## config.mk

```make
export PLATFORM = sky130hd
export DESIGN_NAME = division_unit_flat
export DESIGN_NICKNAME = d
export VERILOG_FILES = /design/src/rtl/division_unit_if.sv /design/src/rtl/division_unit.sv /design/src/flat_wrapper.sv
export SDC_FILE = /design/constraint.sdc
export NUM_CORES = 1
export LEC_CHECK = 0
export CAP_MARGIN = 20
export CORE_MARGIN = 5
export CORE_UTILIZATION = 45
export DETAILED_ROUTE_END_ITERATION = 10
export GPL_TIMING_DRIVEN = 0
export PLACE_DENSITY = 0.68
export SYNTH_ARGS = -nofsm -noshare
export SYNTH_HDL_FRONTEND = slang
export SYNTH_SLANG_ARGS = --single-unit
```

## constraint.sdc

```tcl
create_clock -name clk -period 11.5 [get_ports clk]
set_input_delay 2.3 -clock clk [delete_from_list [all_inputs] [get_ports clk]]
set_output_delay 2.3 -clock clk [all_outputs]
set_load 0.02 [all_outputs]
```

## src/rtl/division_unit_if.sv

```systemverilog
// Handshake and operand bundle between the execute stage and the iterative divider.
// The master drives operands/start; the slave (divider) returns status and results.
interface division_unit_if #(
   parameter int WIDTH = 32
);
   logic [WIDTH-1:0] x1;
   logic [WIDTH-1:0] x2;
   logic [WIDTH-1:0] fwd;
   logic             forwardA;
   logic             forwardB;
   logic             is_signed;
   logic             start;
   logic             busy;
   logic             done;
   logic [WIDTH-1:0] quotient;
   logic [WIDTH-1:0] remainder;
   logic             div_by_zero;

   modport master (
      output x1, x2, fwd, forwardA, forwardB, is_signed, start,
      input  busy, done, quotient, remainder, div_by_zero
   );

   modport slave (
      input  x1, x2, fwd, forwardA, forwardB, is_signed, start,
      output busy, done, quotient, remainder, div_by_zero
   );
endinterface

```

## src/rtl/division_unit.sv

```systemverilog
// Radix-2 restoring divider: signed/unsigned quotient and remainder in 32 iterations,
// with a one-cycle path for a zero divisor.
module division_unit #(
   parameter int WIDTH = 32
) (
   input  logic           clk,
   input  logic           reset,
   division_unit_if.slave bus
);
   localparam int CNT_W = $clog2(WIDTH);

   typedef enum logic [1:0] {IDLE, RUN, FINISH} state_t;

   state_t           state_reg, state_next;
   logic [WIDTH-1:0] dividend_sel, divisor_sel;
   logic [WIDTH-1:0] abs_dividend, abs_divisor;
   logic             divisor_zero;
   logic [WIDTH-1:0] quo_reg, rem_reg, divisor_reg;
   logic [CNT_W-1:0] count_reg;
   logic             neg_q_reg, neg_r_reg, dbz_reg;
   logic [WIDTH:0]   shifted;
   logic             trial_ok;
   logic [WIDTH-1:0] trial_diff;
   logic [WIDTH-1:0] quotient_reg, remainder_reg;
   logic             div_by_zero_reg, done_reg;

   // forwardA wins when both forward flags are raised
   always_comb begin
      dividend_sel = bus.forwardA ? bus.fwd : bus.x1;
      divisor_sel  = (!bus.forwardA && bus.forwardB) ? bus.fwd : bus.x2;
      divisor_zero = (divisor_sel == '0);
      abs_dividend = (bus.is_signed && dividend_sel[WIDTH-1]) ? -dividend_sel : dividend_sel;
      abs_divisor  = (bus.is_signed && divisor_sel[WIDTH-1])  ? -divisor_sel  : divisor_sel;
   end

   // The shifted remainder can exceed 32 bits, so the trial compare is done at 33 bits;
   // whenever it succeeds the true difference fits in 32 bits.
   always_comb begin
      shifted    = {rem_reg, quo_reg[WIDTH-1]};
      trial_ok   = (shifted >= {1'b0, divisor_reg});
      trial_diff = shifted[WIDTH-1:0] - divisor_reg;
   end

   always_ff @(posedge clk or posedge reset) begin
      if (reset) begin
         state_reg <= IDLE;
      end else begin
         state_reg <= state_next;
      end
   end

   always_comb begin
      state_next = state_reg;
      case (state_reg)
         IDLE:    if (bus.start) state_next = divisor_zero ? FINISH : RUN;
         RUN:     if (count_reg == CNT_W'(WIDTH - 1)) state_next = FINISH;
         FINISH:  state_next = IDLE;
         default: state_next = IDLE;
      endcase
   end

   always_ff @(posedge clk or posedge reset) begin
      if (reset) begin
         quo_reg         <= '0;
         rem_reg         <= '0;
         divisor_reg     <= '0;
         count_reg       <= '0;
         neg_q_reg       <= 1'b0;
         neg_r_reg       <= 1'b0;
         dbz_reg         <= 1'b0;
         quotient_reg    <= '0;
         remainder_reg   <= '0;
         div_by_zero_reg <= 1'b0;
         done_reg        <= 1'b0;
      end else begin
         done_reg <= 1'b0;
         case (state_reg)
            IDLE: begin
               if (bus.start) begin
                  neg_q_reg   <= bus.is_signed & (dividend_sel[WIDTH-1] ^ divisor_sel[WIDTH-1]);
                  neg_r_reg   <= bus.is_signed & dividend_sel[WIDTH-1];
                  dbz_reg     <= divisor_zero;
                  divisor_reg <= abs_divisor;
                  rem_reg     <= '0;
                  count_reg   <= '0;
                  // a zero divisor skips RUN, so keep the raw dividend for the remainder
                  quo_reg     <= divisor_zero ? dividend_sel : abs_dividend;
               end
            end
            RUN: begin
               count_reg <= count_reg + 1'b1;
               quo_reg   <= {quo_reg[WIDTH-2:0], trial_ok};
               rem_reg   <= trial_ok ? trial_diff : shifted[WIDTH-1:0];
            end
            FINISH: begin
               done_reg        <= 1'b1;
               div_by_zero_reg <= dbz_reg;
               if (dbz_reg) begin
                  quotient_reg  <= '1;
                  remainder_reg <= quo_reg;
               end else begin
                  quotient_reg  <= neg_q_reg ? -quo_reg : quo_reg;
                  remainder_reg <= neg_r_reg ? -rem_reg : rem_reg;
               end
            end
            default: ;
         endcase
      end
   end

   always_comb begin
      bus.busy        = (state_reg != IDLE);
      bus.done        = done_reg;
      bus.quotient    = quotient_reg;
      bus.remainder   = remainder_reg;
      bus.div_by_zero = div_by_zero_reg;
   end
endmodule

```

## src/flat_wrapper.sv

```systemverilog
// flat-port wrapper written by rule: the top's interface ports become plain ports
module division_unit_flat 
#(
   parameter int WIDTH = 32
)
  (clk, reset, bus_x1, bus_x2, bus_fwd, bus_forwardA, bus_forwardB, bus_is_signed, bus_start, bus_busy, bus_done, bus_quotient, bus_remainder, bus_div_by_zero);
  division_unit_if #(.WIDTH(WIDTH)) bus_i ();
  input  logic clk;
  input  logic reset;
  input wire logic [$bits(bus_i.x1)-1:0] bus_x1;
  input wire logic [$bits(bus_i.x2)-1:0] bus_x2;
  input wire logic [$bits(bus_i.fwd)-1:0] bus_fwd;
  input wire logic [$bits(bus_i.forwardA)-1:0] bus_forwardA;
  input wire logic [$bits(bus_i.forwardB)-1:0] bus_forwardB;
  input wire logic [$bits(bus_i.is_signed)-1:0] bus_is_signed;
  input wire logic [$bits(bus_i.start)-1:0] bus_start;
  output wire logic [$bits(bus_i.busy)-1:0] bus_busy;
  output wire logic [$bits(bus_i.done)-1:0] bus_done;
  output wire logic [$bits(bus_i.quotient)-1:0] bus_quotient;
  output wire logic [$bits(bus_i.remainder)-1:0] bus_remainder;
  output wire logic [$bits(bus_i.div_by_zero)-1:0] bus_div_by_zero;
  assign bus_i.x1 = bus_x1;
  assign bus_i.x2 = bus_x2;
  assign bus_i.fwd = bus_fwd;
  assign bus_i.forwardA = bus_forwardA;
  assign bus_i.forwardB = bus_forwardB;
  assign bus_i.is_signed = bus_is_signed;
  assign bus_i.start = bus_start;
  assign bus_busy = bus_i.busy;
  assign bus_done = bus_i.done;
  assign bus_quotient = bus_i.quotient;
  assign bus_remainder = bus_i.remainder;
  assign bus_div_by_zero = bus_i.div_by_zero;
  division_unit #(.WIDTH(WIDTH)) u_core (.clk(clk), .reset(reset), .bus(bus_i));
endmodule
```

# Word-level counts from Yosys, hierarchy flattened
# Index checks and enable logic that the tools add are counted.
dict set report totals {
  regBits 172
  inputBits 102
  output_inout_bits 67
  wordCells 59
}
dict set report classes {
  n_addsub 6
  order_cmp 1
  n_eq_ne 5
  mux 21
  bitwise 3
  n_reduce_logical 11
}
# op n
set ops {}
lappend ops {{$mux W32} 12}
lappend ops {{$neg A32 Y32} 4}
lappend ops {{$pmux W32 S2} 2}
lappend ops {{$ge A33 B32 Y1} 1}
lappend ops {{$logic_not A32 Y1} 1}
lappend ops {{$sub A32 B32 Y32} 1}
lappend ops {{$pmux W5 S2} 1}
lappend ops {{$mux W2} 3}
lappend ops {{$reduce_and A2 Y1} 3}
lappend ops {{$add A5 B1 Y5 const B} 1}
lappend ops {{$eq A5 B5 Y1 const B} 1}
lappend ops {{$mux W5} 1}
lappend ops {{$pmux W2 S2} 1}
lappend ops {{$reduce_bool A2 Y1} 2}
lappend ops {{$logic_and A1 B1 Y1} 3}
lappend ops {{$and A1 B1 Y1} 2}
lappend ops {{$eq A2 B1 Y1 const B} 1}
lappend ops {{$eq A2 B2 Y1 const B} 1}
lappend ops {{$logic_not A2 Y1} 1}
lappend ops {{$ne A2 B1 Y1 const B} 1}
lappend ops {{$ne A2 B2 Y1 const B} 1}
lappend ops {{$logic_not A1 Y1} 1}
lappend ops {{$mux W1} 1}
lappend ops {{$xor A1 B1 Y1} 1}

# Longest topological paths before layout
dict set report logic_depth {
  ltp_word 7
  ltp_mapped 19
  mapped_depth_nobuf 14
}

# Worst setup path before layout
# No wires, ideal clock.
dict set report synth_path {
  path_type {input to register}
  from {input port bus_forwardA}
  to {register u_core.quo_reg[30]}
  setup_ps 132
  t_arrival_ps 5430
  required_ps 11368
  slack_ps 5937
  cell_stages 16
  n_path_buf 6
  cell_sequence {buf_4 > buf_4 > buf_6 > clkbuf_1 > buf_2 > buf_2 > mux2i_1 > ha_1 > o21ai_0 > or2_1 > nor3_1 > and2_1 > nand2_1 > o31ai_1 > xnor2_1 > o21ai_1}
}
dict set report synth_via {
  elab_chain_len 7
}
# element line_no
set synth_lines {}
lappend synth_lines {{start, declared} flat_wrapper.sv:13} ;# input wire logic [$bits(bus_i.forwardA)-1:0] bus_forwardA;
lappend synth_lines {{parallel branches: the longest is 4 deep, another holds $neg A32 Y32} --}
lappend synth_lines {{$mux W32 *} division_unit.sv:87} ;# quo_reg <= divisor_zero ? dividend_sel : abs_dividend;
lappend synth_lines {{$mux W32 *} division_unit.sv:79} ;# if (bus.start) begin
lappend synth_lines {{$pmux W32 S2 *} division_unit.sv:77} ;# case (state_reg)
lappend synth_lines {{end signal, assigned} division_unit.sv:87}
lappend synth_lines {{end signal, assigned} division_unit.sv:92} ;# quo_reg <= {quo_reg[WIDTH-2:0], trial_ok};
lappend synth_lines {{end, declared} division_unit.sv:18} ;# logic [WIDTH-1:0] quo_reg, rem_reg, divisor_reg;
# Mark *: on every way between the ends. The select of a mux whose other input is x is not followed.
# A chain may end at the register's enable or synchronous reset.

# Final worst setup path
dict set report layout_path {
  from {input port bus_forwardB}
  to {register u_core.quo_reg[10]}
}
dict set report layout_via {
  elab_chain_len 6
}
# element line_no
set layout_lines {}
lappend layout_lines {{start, declared} flat_wrapper.sv:14} ;# input wire logic [$bits(bus_i.forwardB)-1:0] bus_forwardB;
lappend layout_lines {{$logic_and A1 B1 Y1} division_unit.sv:30} ;# divisor_sel = (!bus.forwardA && bus.forwardB) ? bus.fwd : bus.x2;
lappend layout_lines {{$mux W32} division_unit.sv:30}
lappend layout_lines {{$logic_not A32 Y1} division_unit.sv:31} ;# divisor_zero = (divisor_sel == '0);
lappend layout_lines {{$mux W32} division_unit.sv:87}
lappend layout_lines {{$mux W32} division_unit.sv:79}
lappend layout_lines {{$pmux W32 S2} division_unit.sv:77}
# No other way between the ends. The select of a mux whose other input is x is not followed.

==> impl_metrics.env <==
export IMPL_avgSynthCellArea_um2=8.29
export IMPL_tightest_slew_ps=724
export IMPL_worstPathRequired_ps=11810
export IMPL_die_w_um=177
export IMPL_die_y_um=177
export IMPL_ys_top_cells_by_area="dfrtp_1, mux2i_1, xor2_1, o21ai_0, nand2_1"
export IMPL_antenna_cells_inserted=0
export IMPL_finalCritPeriodShare=0.522
export IMPL_die_area_mm2=0.0312
export IMPL_fin_crit_ps=6000
export IMPL_setup_tns_ps=0
export IMPL_drc_errors=0
export IMPL_path_delay_family="simple AND/OR/NAND/NOR gates"
export IMPL_cp_num_buf_inv=7
export IMPL_clock_latency_ps=450
export IMPL_p_leak_nw=6.44
export IMPL_cts_hold_buf=0
export IMPL_critPathMaxFanout=10
export IMPL_final_nets=1837
export IMPL_startpoint="bus_forwardB"
export IMPL_cts_tree="done"
export IMPL_cts_root_buf="clkbuf_16"
export IMPL_synthArstFlopShare=1.00
export IMPL_instances_no_fill=2087
export IMPL_ios=169
export IMPL_avgRoutedWirePerCell_um=20.9
export IMPL_postCtsSetupRepairBufs=0
export IMPL_portBuffers=167
export IMPL_dp_cells=2055
export IMPL_grt_max_degree=127
export IMPL_coreArea_mm2=0.0276
export IMPL_finish_utilization=0.553
export IMPL_setup_viol=0
export IMPL_rr_worst_depth=13
export IMPL_ant_nets=0
export IMPL_worst_ep_arrival_time_ps=6310
export IMPL_synth_edf_count=0
export IMPL_max_freq_ghz=0.167
export IMPL_critPathMaxStageDelay_ps=430
export IMPL_synth_seq_cells=172
export IMPL_start_util=0.453
export IMPL_detail_route_first_pass_iterations=5
export IMPL_drive_gt1_frac=0.0456
export IMPL_cts_path_max_buffers=2
export IMPL_routed_wl_um=43500
export IMPL_cts_buffers_inserted=17
export IMPL_r2r_end="u_core.rem_reg[31]"
export IMPL_critical_path_depth=19
export IMPL_nFillCells=2581
export IMPL_power_density_mw_per_mm2=282
export IMPL_skew_ps=16.3
export IMPL_postSynthCellCount=1509
export IMPL_syn_to_final_growth_pct=22.2
export IMPL_synth_nets=1650
export IMPL_crit_path_start_kind="input pin"
export IMPL_slowest_stage="clkdlybuf4s50_1"
export IMPL_vias=12100
export IMPL_grt_pass1_wl_um=67300
export IMPL_r2r_slack_ps=7400
export IMPL_routed_via_density=5.78
export IMPL_rr_startpoint="u_core.rem_reg[22]"
export IMPL_synth_top_area_cell="dfrtp_1"
export IMPL_slew_viol_final=0
export IMPL_maxSlewHeadroom=0.518
export IMPL_drt_iter0_drc=1169
export IMPL_synth_top_flop_cell="dfrtp_1"
export IMPL_synth_cell_types=74
export IMPL_worstHoldStart="u_core.bus.remainder[14]"
export IMPL_path_cells="clkdlybuf4s50_1 > nand2b_1 > buf_6 > buf_6 > buf_6 > mux2i_1 > ha_1 > inv_1 > a211oi_2 > nand4_1 > nor4_2 > nand4b_1 > nor2_2 > or2_1 > buf_2 > buf_4 > nor2_1 > xor2_1 > o21ai_1"
export IMPL_ys_seq_area_frac=0.344
export IMPL_synth_cell_area_mm2=0.0125
export IMPL_vdd_drop_max_mv=0.131
export IMPL_max_cap_violations=0
export IMPL_worstSetupEndpointType="flip-flop"
export IMPL_outcome="finished clean"
export IMPL_antenna_found_initial=0
export IMPL_place_gp_congestion=0.991
export IMPL_holdCritPathClass="reg2reg"
export IMPL_crit_top_cell="buf_6"
export IMPL_dp_hpwl_um=35000
export IMPL_synth_top_area_frac=0.344
export IMPL_hold_viol=0
export IMPL_rsz0062_at_grt="no"
export IMPL_grt_ovfl_total=0
export IMPL_first_global_vias=11800
export IMPL_ys_warn_count=0
export IMPL_grt_util_all_layers=0.276
export IMPL_rows=61
export IMPL_path_class="in2reg"
export IMPL_cts_clk_slew_worst_paths_ps=80
export IMPL_cts_resized=0
export IMPL_htree_levels=4
export IMPL_cts_sinks=172
export IMPL_cp_endpoint="u_core.quo_reg[10]"
-- worst register-to-register path, cell delays in order (launching register included) --
cell and delay (ps):
dfrtp_1 520, ha_1 340, clkbuf_1 290, nand4_1 210, or3_1 360, nor3_1 330
a211oi_1 140, nor2_1 140, nor2_1 60, o22ai_1 320, buf_2 350, clkbuf_1 570
nor2_1 130, a211o_1 240
-- per-stage QoR --
step | setup WS (ps) | total power [W] | cell area, um^2 | hold slack, ps
after floorplan | 4540 | 0.00292 | 12500 | 449
after global placement | 2180 | 0.00363 | 14600 | 463
after detailed placement | 5140 | 0.00368 | 14700 | 471
after CTS | 5570 | 0.00427 | 15300 | 490
after global routing | 5190 | 0.00463 | 15300 | 513
final | 5500 | 0.00430 | 15300 | 480
-- power breakdown --
part	switching [W]	leakage (nW)	internal, W
registers	0.000336	2.21	0.000836
logic	0.00148	3.94	0.00107
clock network	0.000291	0.287	0.000294
-- area by class of cell --
class                           instances  area (um^2)  share of cell area
Clock buffer                           18          429              0.0281
Multi-Input combinational cell       1193         7600               0.498
Inverter                               44          173              0.0113
Sequential cell                       172         4300               0.282
Timing Repair Buffer                  168         1700               0.111
Tap cell                              378          473              0.0310
Clock inverter                         14          169              0.0111
Buffer                                100          432              0.0282
-- cells in the final DEF, fill, tap and decap left out, drive strengths merged, types with 34 or more instances in the layout --
cell type / netlist / final
xor2: 84 / 84
clkbuf: 73 / 91
nand3: 47 / 47
a21oi: 114 / 114
nor3: 34 / 34
o21ai: 197 / 197
mux2i: 94 / 94
ha: 38 / 38
clkdlybuf4s50: 0 / 167
xnor2: 61 / 61
inv: 43 / 50
nor2: 124 / 124
nand2: 158 / 158
dfrtp: 172 / 172
-- synth_stat cells, types with 3 or more instances --
cell	instances
and3_1	17
nand4_1	17
and2_1	4
o211ai_1	5
o21ai_1	73
nand3_1	47
mux2i_1	93
xor2_1	84
nand2_1	158
buf_6	4
or4_1	3
nor4_1	3
o22a_1	9
a22oi_1	16
a31oi_1	8
a221oi_1	3
buf_2	12
o21a_1	9
ha_1	38
nor2b_1	11
dfrtp_1	172
clkbuf_1	73
nor3_1	34
o31ai_1	21
inv_1	43
a21o_1	15
nor2_1	123
o21bai_1	4
a211oi_1	4
or2_1	5
buf_1	8
buf_4	3
o41ai_1	4
a21oi_1	113
o21ai_0	124
xnor2_1	61
or3_1	19
mux2_2	6
a41oi_1	3
nand2b_1	13
-- worst min path at each step --
| stage | to | slack, ps | cells past startpoint |
|---|---|---|---|
| 2_1_floorplan | u_core.count_reg[3] | 450 | 1 |
| 3_3_place_gp | u_core.divisor_reg[10] | 460 | 2 |
| 3_5_place_dp | u_core.bus.remainder[14] | 470 | 2 |
| 4_1_cts | u_core.divisor_reg[20] | 490 | 2 |
| 5_1_grt | u_core.divisor_reg[14] | 510 | 2 |
| 6_report | u_core.bus.remainder[14] | 480 | 2 |
-- cells by family (layout without fill, tap and decap cells) --
family | count (synthesis) | count (layout) | share of synthesized area
xor+xnor | 145 | 145 | 0.102
fa+ha+maj | 39 | 39 | 0.0396
simple gates | 474 | 474 | 0.180
mux | 102 | 102 | 0.0828
buf+inv | 144 | 344 | 0.0477
flops | 172 | 172 | 0.344
compound gates | 433 | 433 | 0.205
-- per-layer routing --
layer | up-vias | track usage | wire [um]
li1 | 5708 | - | -
met5 | - | 0 | 0
met4 | 0 | 0.0887 | 1380
met1 | 5753 | 0.388 | 19200
met2 | 528 | 0.434 | 19700
met3 | 80 | 0.0515 | 3280
Note: power is estimated with default switching activity, not from simulation.
==> variant 1, RTL diff (same flow settings) <==
`WIDTH` is set to 32 in 3 places; all go to 64.
--- a/src/rtl/division_unit_if.sv
+++ b/src/rtl/division_unit_if.sv
@@ -1,7 +1,7 @@
 // Handshake and operand bundle between the execute stage and the iterative divider.
 // The master drives operands/start; the slave (divider) returns status and results.
 interface division_unit_if #(
-   parameter int WIDTH = 32
+   parameter int WIDTH = 64
 );
    logic [WIDTH-1:0] x1;
    logic [WIDTH-1:0] x2;
--- a/src/rtl/division_unit.sv
+++ b/src/rtl/division_unit.sv
@@ -1,7 +1,7 @@
 // Radix-2 restoring divider: signed/unsigned quotient and remainder in 32 iterations,
 // with a one-cycle path for a zero divisor.
 module division_unit #(
-   parameter int WIDTH = 32
+   parameter int WIDTH = 64
 ) (
    input  logic           clk,
    input  logic           reset,
--- a/src/flat_wrapper.sv
+++ b/src/flat_wrapper.sv
@@ -1,7 +1,7 @@
 // flat-port wrapper written by rule: the top's interface ports become plain ports
 module division_unit_flat 
 #(
-   parameter int WIDTH = 32
+   parameter int WIDTH = 64
 )
   (clk, reset, bus_x1, bus_x2, bus_fwd, bus_forwardA, bus_forwardB, bus_is_signed, bus_start, bus_busy, bus_done, bus_quotient, bus_remainder, bus_div_by_zero);
   division_unit_if #(.WIDTH(WIDTH)) bus_i ();
Ports: changed (5 resized); port bits go from 169 to 329. The function was not compared with the original's and may differ.
==> variant 1 against the unedited design <==
Total power rose by 95%; cell area rose by 100%; maximum frequency fell by 46%; setup slack got worse by 5100 ps; critical path type unchanged; sequential cell count rose by 161; critical endpoint is now u_core.quo_reg[21]; utilization rose by 0.62 points; area after synthesis rose by 100%; routed wire length rose to 2.6 times the old value; synthesized cell count rose by 100%; highest routed layer is now met5.
==> variant 1: results (changes against the unedited design) <==
| Stage | Quantity | Reported | Change |
|---|---|---|---|
| status | Status | complete, no violations | unchanged |
| sta | Max Clock Skew | 38.41 ps | was 16.32 ps |
| synthesis | Cell types occupying the most area after synthesis | sky130_fd_sc_hd__dfrtp_1, sky130_fd_sc_hd__o21ai_0, sky130_fd_sc_hd__mux2i_1 | was sky130_fd_sc_hd__dfrtp_1, sky130_fd_sc_hd__mux2i_1, sky130_fd_sc_hd__xor2_1 |
| global route | Number of antenna violations at the first check in global routing | 5 | was 0 |
| layout | Share of post-route cells with drive strength above 1 | 4.388% | was 4.564% |
| clocking | Clock-pin slew on the worst setup and hold paths | 60 ps | was 80 ps |
| global route | Total GRT Usage | 35.32% | was 27.64% |
| global route | Grt met1 use | 48.01% | was 38.78% |
| layout | Nets | 3729 | was 1837 |
| routing | DRT Wirelength | 112.0 mm | was 43.55 mm |
| clocking | Largest buffer count on any clock path | 3 | was 2 |
| synthesis | Register area share after synthesis | 33.05% | was 34.42% |
| layout | Number of fill cells | 5349 | was 2581 |
| synthesis | Top cells by count, synth | sky130_fd_sc_hd__o21ai_0, sky130_fd_sc_hd__nand2_1, sky130_fd_sc_hd__dfrtp_1 | was sky130_fd_sc_hd__dfrtp_1, sky130_fd_sc_hd__nand2_1, sky130_fd_sc_hd__o21ai_0 |
| synthesis | Post-Synthesis Cells | 3082 | was 1509 |
| placed design | Number of placed instances with taps included | 4167 | was 2055 |
| synthesis | Library cells used by synthesis | 83 | was 74 |
| power | Power dissipated in combinational cells | 0.00493 W | was 0.00255 W |
| global route | Pin count of the biggest net entering global routing | 43 | was 127 |
| global route | Vias in the first global route | 25022 | was 11805 |
| global route | Global-route wire length before repair | 162.0 mm | was 67.32 mm |
| worst setup path | CP max stage cell | sky130_fd_sc_hd__buf_1 | was sky130_fd_sc_hd__clkdlybuf4s50_1 |
| placed design | DP Worst Slack | 464.5 ps | was 5136 ps |
| worst setup path | Cell family contributing the most delay on the critical path | buffers and inverters | was simple AND/OR/NAND/NOR gates |
| global route | Met2 usage in global routing | 55.06% | was 43.45% |
| sta | Max-slew headroom at the worst pin | 21.77% | was 51.76% |
| clocking | Htree depth | 2 | was 4 |
| synthesis | Net count after synthesis | 3350 | was 1650 |
| routing | Vias per cell | 6.228 | was 5.783 |
| placed design | Placed Instance Area | 29610 µm² | was 14680 µm² |
| routing | Vias post-DR | 26388 | was 12069 |
variant 1: cells by family after synthesis:
group           count (synthesis)  share of synthesized area, %
compound gates                947                         22.71
simple gates                  929                         17.91
flops                         333                         33.05
buf+inv                       319                         5.062
xor+xnor                      303                         10.53
mux                           181                         7.236
fa+ha+maj                      70                         3.504
variant 1: worst min-delay path, cell delays in order, from the launching register on:
cell,delay [ps]
sky130_fd_sc_hd__dfrtp_1,340
sky130_fd_sc_hd__nand2_1,50
sky130_fd_sc_hd__nand2_1,50
variant 1: final timing paths:
| path | start | end | slack, ps | cells past startpoint |
|---|---|---|---|---|
| max | bus_forwardB | u_core.quo_reg[21] | 410 | 24 |
| min | u_core.bus.quotient[63] | u_core.bus.quotient[63] | 470 | 2 |
| max reg2reg | u_core.rem_reg[19] | u_core.rem_reg[20] | 6370 | 14 |
| min reg2reg | u_core.bus.quotient[63] | u_core.bus.quotient[63] | 470 | 2 |
| max in group asynchronous | reset | u_core.divisor_reg[23] | 7940 | 6 |
| min in group asynchronous | reset | u_core.bus.quotient[45] | 2140 | 2 |
variant 1: area by class of cell:
type | instances | area, µm² | area share [%]
antenna | 2 | 5.005 | 0.01618
buffer | 212 | 874.6 | 2.827
clock buffer | 53 | 1120 | 3.620
clock inverter | 15 | 195.2 | 0.6310
inverter | 107 | 405.4 | 1.311
multi-input combinational | 2430 | 15600 | 50.43
sequential | 333 | 8333 | 26.94
tap | 748 | 935.9 | 3.026
timing repair buffer | 337 | 3463 | 11.20
variant 1: layer usage:
metal  vias to the layer above  share of wire [%]
met2                      1541                 44
met3                       298                 11
met1                     12806                 41
li1                      11741                  -
met5                         -              0.018
met4                         2                4.6
==> variant 2, RTL diff (same settings) <==
Made on the original files. Reset style: synchronous (`reset`), changed in 2 clocked blocks.
--- a/src/rtl/division_unit.sv
+++ b/src/rtl/division_unit.sv
@@ -41,7 +41,7 @@
       trial_diff = shifted[WIDTH-1:0] - divisor_reg;
    end
 
-   always_ff @(posedge clk or posedge reset) begin
+   always_ff @(posedge clk) begin
       if (reset) begin
          state_reg <= IDLE;
       end else begin
@@ -59,7 +59,7 @@
       endcase
    end
 
-   always_ff @(posedge clk or posedge reset) begin
+   always_ff @(posedge clk) begin
       if (reset) begin
          quo_reg         <= '0;
          rem_reg         <= '0;
Behaviour: differs if reset is asserted again (counterexample within 4 cycles, from zero or initial values and one cycle with reset high); with reset held inactive, the same outputs for 10 cycles.
==> variant 2 against the unedited design <==
Routed wire length is 0.46% higher; sequential cell count unchanged; area after synthesis decreased by 0.28%; total power fell by 29%; cell area fell by 0.52%; utilization fell by 0.14 points; setup slack got worse by 490 ps; global-route usage about the same; critical path type unchanged; critical endpoint is now u_core.quo_reg[7]; largest cell class unchanged; largest power group unchanged.
==> variant 2: results (changes against the unedited design) <==
| Stage | Quantity | Reported | Change |
|---|---|---|---|
| sta | Max Clock Skew | 12.63 ps | was 16.32 ps |
| synthesis | Share of async-settable or async-resettable flops after synthesis | 0% | was 100.0% |
| layout | Share of post-route cells with drive strength above 1 | 6.981% | was 4.564% |
| routing | Total met3 wirelength after detailed routing | 2.387 mm | was 3.284 mm |
| worst setup path | Critical Path AT | 6860 ps | was 6310 ps |
| global route | Met2 usage in global routing | 46.56% | was 43.45% |
| worst setup path | Beginning of the worst register-to-register path | u_core.rem_reg[7] | was u_core.rem_reg[22] |
| global route | Global-route wire length before repair | 67.98 mm | was 67.32 mm |
| synthesis | Register area share after synthesis | 27.62% | was 34.42% |
| sta | Transition time of the tightest slew-check pin | 738.9 ps | was 723.6 ps |
| worst setup path | Worst reg2reg path endpoint | u_core.rem_reg[30] | was u_core.rem_reg[31] |
| layout | Total area of multi-input combinational cells | 8239 µm² | was 7602 µm² |
| sta | Worst hold margin | 452.9 ps | was 480.2 ps |
| global route | Grt met1 use | 35.68% | was 38.78% |
| sta | Period utilization | 56.45% | was 52.16% |
| status | Status | complete, no violations | unchanged |
| placed design | HPWL after detailed placement | 35.42 mm | was 34.96 mm |
| synthesis | Library cells used by synthesis | 90 | was 74 |
| global route | M3 GR Usage | 3.405% | was 5.148% |
| routing | Vias per cell | 5.712 | was 5.783 |
| power | Internal power summed over all cells | 0.001698 W | was 0.002199 W |
| layout | Clock buf/inv share | 3.869% | was 3.914% |
| routing | Met2 WL post-DR | 20.56 mm | was 19.71 mm |
| power | Peak ir drop on the vdd network | 0.0001415 V | was 0.0001307 V |
| global route | Vias in the first global route | 12085 | was 11805 |
| worst setup path | Max incr delay on CP | 560 ps | was 430 ps |
| worst setup path | Cell family contributing the most delay on the critical path | buffers and inverters | was simple AND/OR/NAND/NOR gates |
| layout | Buffering overhead | 14.81% | was 13.94% |
| routing | Initial detailed-routing violation count | 972 | was 1169 |
| synthesis | Top cells by count, synth | sky130_fd_sc_hd__nand2_1, sky130_fd_sc_hd__dfxtp_1, sky130_fd_sc_hd__nor2_1 | was sky130_fd_sc_hd__dfrtp_1, sky130_fd_sc_hd__nand2_1, sky130_fd_sc_hd__o21ai_0 |
| hold path | Worst Hold Endpoint | u_core.divisor_reg[6] | was u_core.bus.remainder[14] |
| routing | Met1 layer wirelength in the final routing | 18.84 mm | was 19.17 mm |
| synthesis | Synthesized area per cell | 7.764 µm² | was 8.286 µm² |
| routing | DRT Wirelength | 43.75 mm | was 43.55 mm |
| power | Leakage power of the design | 5.686 nW | was 6.437 nW |
| placed design | Final Wtd Congestion | 1.001 | was 0.9909 |
| layout | Register Area | 3443 µm² | was 4304 µm² |
| routing | Average routed wire per standard cell | 20.04 µm | was 20.87 µm |
-- variant 2: power groups by stage --
| stage | sequential (W) | clock, W | combinational, W |
|---|---|---|---|
| after floorplan | 0.000720 | 0 | 0.00132 |
| after global placement | 0.000763 | 0 | 0.00166 |
| after detailed placement | 0.000765 | 0 | 0.00168 |
| after CTS | 0.000751 | 0.000584 | 0.00169 |
| after global routing | 0.000762 | 0.000614 | 0.00187 |
| final | 0.000756 | 0.000582 | 0.00171 |
-- variant 2: stage by stage --
stage	cell area, µm²	utilization (%)	total power (W)
after floorplan	12470	-	0.002038
after global placement	14610	53.04	0.002422
after global routing	15200	55.17	0.003247
after detailed placement	14610	53.04	0.002442
after CTS	15200	55.17	0.003024
final	15200	55.17	0.003045
-- variant 2: worst reg2reg max path: stages, from the launching register on --
cell	delay (ps)
sky130_fd_sc_hd__dfxtp_1	520
sky130_fd_sc_hd__ha_1	370
sky130_fd_sc_hd__a21o_1	230
sky130_fd_sc_hd__o2bb2ai_1	150
sky130_fd_sc_hd__and3_1	200
sky130_fd_sc_hd__nor3_2	400
sky130_fd_sc_hd__a31oi_4	200
sky130_fd_sc_hd__and3_1	210
sky130_fd_sc_hd__o32ai_1	120
sky130_fd_sc_hd__buf_4	250
sky130_fd_sc_hd__buf_2	280
sky130_fd_sc_hd__o21bai_1	170
sky130_fd_sc_hd__o21ai_0	90
-- variant 2: cell families (layout without fill, tap and decap cells) --
| group | after synthesis | count (layout) | synth area share [%] |
|---|---|---|---|
| and+or+nand+nor | 533 | 533 | 20.20 |
| AOI/OAI and AO/OA | 443 | 443 | 22.95 |
| DFF | 172 | 172 | 27.62 |
| buffers and inverters | 172 | 371 | 6.302 |
| xor gates and xnor gates | 143 | 143 | 10.05 |
| muxes | 104 | 104 | 8.911 |
| adders and majority gates | 39 | 39 | 3.974 |
